**config.mk**
```make
export PLATFORM = sky130hd
export DESIGN_NAME = api_work_arb
export DESIGN_NICKNAME = d
export VERILOG_FILES = /design/src/rtl/api_work_arb.sv
export SDC_FILE = /design/constraint.sdc
export NUM_CORES = 1
export LEC_CHECK = 0
export ABC_AREA = 1
export ABC_CLOCK_PERIOD_IN_PS = 1500
export CORE_MARGIN = 1
export CORE_UTILIZATION = 38
export CTS_BUF_LIST = sky130_fd_sc_hd__clkbuf_8
export DETAILED_ROUTE_END_ITERATION = 10
export PLACE_DENSITY = 0.89
export SLEW_MARGIN = 30
export SYNTH_ARGS = -nofsm -noshare
export SYNTH_HDL_FRONTEND = slang
export SYNTH_SLANG_ARGS = --single-unit
```
**constraint.sdc**
```tcl
create_clock -name clk -period 1.5 [get_ports clk]
set_input_delay 0.45 -clock clk [delete_from_list [all_inputs] [get_ports clk]]
set_output_delay 0.45 -clock clk [all_outputs]
set_load 0.01 [all_outputs]
```
**src/rtl/api_work_arb.sv**
```systemverilog
`default_nettype none
// ============================================================================
// api_work_arb : packet-atomic round-robin arbiter feeding the api tx_fifo
// Revision     : 1.0
// ============================================================================
module api_work_arb #(
    parameter int NREQ       = 2,
    parameter int WORK_LEN   = 23,
    parameter int FIFO_DEPTH = 1024,
    parameter int CNT_W      = 11
) (
    input  logic                 clk,
    input  logic                 rst,
    input  logic                 reg_flush,
    input  logic [NREQ-1:0]      src_req,
    input  logic [NREQ*32-1:0]   src_dat,
    output logic [NREQ-1:0]      src_pop,
    output logic [NREQ-1:0]      src_abort,
    output logic [NREQ-1:0]      grant,
    input  logic [CNT_W-1:0]     txcnt,
    output logic                 txfifo_push,
    output logic [31:0]          txfifo_din,
    output logic                 busy,
    output logic [15:0]          pkt_cnt
);

    localparam int IW = (NREQ > 1) ? $clog2(NREQ) : 1;
    localparam int CW = (WORK_LEN > 1) ? $clog2(WORK_LEN) : 1;
    localparam logic [CNT_W:0] C_DEPTH     = (CNT_W+1)'(FIFO_DEPTH);
    localparam logic [CNT_W:0] C_NEED      = (CNT_W+1)'(WORK_LEN + 1);
    localparam logic [CW-1:0]  C_LAST_WORD = CW'(WORK_LEN - 1);
    localparam logic [IW-1:0]  C_LAST_INIT = IW'(NREQ - 1);

    typedef enum logic [0:0] {
        IDLE = 1'b0,
        XFER = 1'b1
    } state_t;

    state_t          r_state, w_state_nxt;
    logic [NREQ-1:0] r_grant, w_grant_nxt;
    logic [NREQ-1:0] r_abort, w_abort_nxt;
    logic [IW-1:0]   r_gidx, w_gidx_nxt;
    logic [IW-1:0]   r_last, w_last_nxt;
    logic [CW-1:0]   r_cnt, w_cnt_nxt;
    logic            r_push, w_push_nxt;
    logic [31:0]     r_din, w_din_nxt;
    logic [15:0]     r_pkt_cnt, w_pkt_nxt;

    logic [CNT_W:0]  w_free;
    logic            w_space_ok;
    logic            w_found;
    logic [IW-1:0]   w_sel;
    logic [31:0]     w_gdat;

    // The +1 reserves room for the registered push that txcnt has not counted yet.
    assign w_free     = C_DEPTH - {1'b0, txcnt};
    assign w_space_ok = (w_free >= C_NEED);

    always_comb begin
        w_found = 1'b0;
        w_sel   = r_last;
        for (int k = 1; k <= NREQ; k++) begin
            if (!w_found && src_req[(int'(r_last) + k) % NREQ]) begin
                w_found = 1'b1;
                w_sel   = IW'((int'(r_last) + k) % NREQ);
            end
        end
    end

    always_comb begin
        w_gdat = 32'd0;
        for (int i = 0; i < NREQ; i++) begin
            if (r_gidx == IW'(i)) begin
                w_gdat = src_dat[32*i +: 32];
            end
        end
    end

    always_comb begin
        w_state_nxt = r_state;
        w_grant_nxt = r_grant;
        w_abort_nxt = '0;
        w_gidx_nxt  = r_gidx;
        w_last_nxt  = r_last;
        w_cnt_nxt   = r_cnt;
        w_push_nxt  = 1'b0;
        w_din_nxt   = r_din;
        w_pkt_nxt   = r_pkt_cnt;
        src_pop     = '0;
        if (reg_flush) begin
            w_state_nxt = IDLE;
            w_grant_nxt = '0;
            w_pkt_nxt   = 16'd0;
            if (r_state == XFER) begin
                w_abort_nxt = r_grant;
            end
        end else begin
            case (r_state)
                IDLE: begin
                    if (w_found && w_space_ok) begin
                        w_state_nxt = XFER;
                        w_gidx_nxt  = w_sel;
                        w_cnt_nxt   = '0;
                        for (int i = 0; i < NREQ; i++) begin
                            w_grant_nxt[i] = (w_sel == IW'(i));
                        end
                    end
                end
                XFER: begin
                    src_pop    = r_grant;
                    w_push_nxt = 1'b1;
                    w_din_nxt  = w_gdat;
                    w_cnt_nxt  = r_cnt + 1'b1;
                    if (r_cnt == C_LAST_WORD) begin
                        w_state_nxt = IDLE;
                        w_grant_nxt = '0;
                        w_last_nxt  = r_gidx;
                        w_pkt_nxt   = r_pkt_cnt + 16'd1;
                    end
                end
                default: w_state_nxt = IDLE;
            endcase
        end
    end

    always_ff @(posedge clk) begin
        if (rst) begin
            r_state   <= IDLE;
            r_grant   <= '0;
            r_abort   <= '0;
            r_gidx    <= '0;
            r_last    <= C_LAST_INIT;
            r_cnt     <= '0;
            r_push    <= 1'b0;
            r_din     <= 32'd0;
            r_pkt_cnt <= 16'd0;
        end else begin
            r_state   <= w_state_nxt;
            r_grant   <= w_grant_nxt;
            r_abort   <= w_abort_nxt;
            r_gidx    <= w_gidx_nxt;
            r_last    <= w_last_nxt;
            r_cnt     <= w_cnt_nxt;
            r_push    <= w_push_nxt;
            r_din     <= w_din_nxt;
            r_pkt_cnt <= w_pkt_nxt;
        end
    end

    assign grant       = r_grant;
    assign src_abort   = r_abort;
    assign txfifo_push = r_push;
    assign txfifo_din  = r_din;
    assign pkt_cnt     = r_pkt_cnt;
    assign busy        = (r_state == XFER) || r_push;

endmodule
`default_nettype wire

```
==> metrics <==
root buf cell=clkbuf_8; Initial Utilization=around 40%; Num CTS Buffers=9; Pleak=approximately 2.4 nW; Worst Hold Class=flop to flop; RSZ-0062 raised after global routing=yes; Port Buffer Count=about 140; worst vdd ir=roughly 0.53 mV; Nets=640; synthesized area=between 2000 and 3000 um^2; Max FO, Critical Path=3; H-Tree Depth=3; Clk Latency, worst-skew pair=330 ps; IO Pins=between 100 and 150; CTS tree=built; Register Area=1240 um^2; syn_nets=between 400 and 500; Synth Register Bits=a little over 60; die footprint=between 7000 and 8000 um^2; endpoint class of the critical path=output port; DR WL/cell=approximately 15 um; post-synth top area cell=dfxtp_1; DR pass1 iterations=4; worst slew pin tran=338 ps; total power per unit cell area=approximately 800 nW/um^2; PnR worst setup slack=-64.4 ps; Worst Path Required=about 1100 ps; FFs w/ async S/R, synth=0%; synth top area cells=dfxtp_1 44%, a21oi_1 12%, nand2_1 10%, o21ai_0 7.0%, inv_1 5.2%; Clock Tree Buf Depth=2; Tot GR Track Use=24.6%; Slew headroom=roughly 77%; Cell variety after synth=29; layout cells sized above 1=between 10% and 20%; Routed Antenna Nets=0; placed cell count=633; Commonest cells post-synth=74 x nand2_1, 67 x a21oi_1, 61 x dfxtp_1; sequential area share after synthesis=a little over two fifths; # rows=30; max capacitance violation total=0; first-pass GRT wire length=around 15 mm; die height=about 88 um; n_diodes=0; min cycle time layout=1560 ps; Filler Cell Count=between 500 and 600; DP HPWL=6.77 mm; initial antenna violation count=0; number of global-route vias before repair=approximately 3200; Non-Filler Instances=658; number of synthesized flops with an enable pin=0; Ys Warns=0; largest net degree at the start of global routing=41; die width=87.7 um; Syn Inst Count=between 300 and 400; Setup Total Neg Slack=-118 ps; footprint of the multi-input gates=roughly 1500 um^2; # setup viols final=3; gpl congestion=between 0.8 and 0.9; arrival time worst endpoint=roughly 1100 ps; hold buffers post-CTS=0; most frequent cell after synthesis=nand2_1; vias=3336; CP max-delay cell=dlygate4sd2_1; DRC errors left=0; Post-DP Area=4450 um^2; reg-to-reg slack, setup=10 ps; global route overflow=0; Power Total=roughly 4.0 mW; maximum clock frequency=639 MHz; Worst-path clk slew=roughly 70 ps; crit start category=primary input; Hold Fails Final Rpt=0; Synth top area share=43.7%; highest cell delay on the worst timing path=between 200 and 300 ps; Final Max Slew Viols=0; clk_skew=just under 9 ps; status=finished, violations left; CP Cell Sequence=dlygate4sd2_1 > nor2_4 > inv_2 > nor2_1 > buf_2; CP Class=primary input to output port; clk sinks=61; DR iter-0 viols=184; final instance area=approximately 4900 um^2; drt via density=about 5.1; mean post-synth cell area=slightly above 7 um^2; CORE AREA=6940 um^2; Area Growth Syn to Fin=75.2%; fin crit share=104%; Synth Flop Type=dfxtp_1; routed wire length=between 10 and 15 mm; failing checks=setup timing
==> worst max-delay path: cells and delay by family <==
kind | cells | cell delay, ps
buffers and inverters | 3 | 450
and+or+nand+nor | 2 | 210
==> cells by family after synthesis <==
group,share of synthesized area (%)
flops,43.7
buf+inv,8.47
compound gates,21.5
simple gates,23.4
xor+xnor,1.57
fa+ha+maj,1.34
==> power by group <==
| group | switching [mW] | total, mW | internal (mW) | leakage, nW |
|---|---|---|---|---|
| combinational | 0.269 | 0.607 | 0.338 | 1.80 |
| sequential | 0.0251 | 1.70 | 1.67 | 0.501 |
| clock | 0.635 | 1.65 | 1.02 | 0.121 |
==> final timing paths <==
check                           start                  endpoint  cells past startpoint
min          pkt_cnt[14]$_SDFFE_PP0P_  pkt_cnt[14]$_SDFFE_PP0P_                      2
max                         reg_flush                src_pop[0]                      5
max reg2reg   pkt_cnt[1]$_SDFFE_PP0P_  pkt_cnt[13]$_SDFFE_PP0P_                      7
min reg2reg  pkt_cnt[14]$_SDFFE_PP0P_  pkt_cnt[14]$_SDFFE_PP0P_                      2
==> cell type report <==
class                   count  share of cell area, %
clock buffers              11                   3.10
clock inverters             5                   1.51
inverters                  42                   3.22
multi-input cells         268                   30.8
flip-flops and latches     61                   25.3
well taps                  96                   2.46
repair buffers            175                   33.6
==> per-stage QoR <==
step | utilization (%) | hold WS, ps | setup slack (ps)
after global routing | 70.4 | 533 | -113
after detailed placement | 64.1 | 489 | -666
after CTS | 67.7 | 498 | -55.5
final | 70.4 | 500 | -64.4
after global placement | 64.1 | 472 | -640
after floorplan | - | 479 | -13.4
==> what timing repair did <==
item                                   CTS  global route
gates cloned                             0             0
setup endpoints to repair               74            38
resized for setup                       90            55
endpoints found under the hold margin    0             0
setup buffers                            4             6
pin swaps                                9            31
==> cell usage in the layout (no fill, tap or decap), drive strengths merged, types with 2 or more instances in the layout <==
cell type / instances
nor2: 36
inv: 42
xor2: 4
ha: 3
o21ai: 39
nand3: 19
nor3: 6
dlymetal6s2s: 9
bufinv: 2
nand4: 6
clkdlybuf4s50: 69
a21oi: 67
clkbuf: 12
o211ai: 6
or2: 2
dfxtp: 61
buf: 43
dlygate4sd2: 51
clkdlybuf4s15: 2
clkinv: 3
nand2: 74
==> flip-flops by register name, indices dropped and copies added (netlist names) <==
| name | count |
|---|---|
| txfifo_din | 32 |
| pkt_cnt | 16 |
| r_cnt | 5 |
| grant | 2 |
| src_abort | 2 |
| r_gidx | 1 |
| r_last | 1 |
| r_state | 1 |
| txfifo_push | 1 |
==> per-layer routing <==
| layer | wire length, um | global-route usage, % | vias up | part of all wire, % |
|---|---|---|---|---|
| met5 | 0 | 0 | - | 0 |
| met4 | 267 | 13.7 | 0 | 2.6 |
| met3 | 449 | 4.52 | 22 | 4.4 |
| met2 | 5430 | 45.0 | 126 | 54 |
| met1 | 3980 | 26.5 | 1566 | 39 |
| li1 | - | - | 1622 | - |
Power figures use the tool's default switching activity.
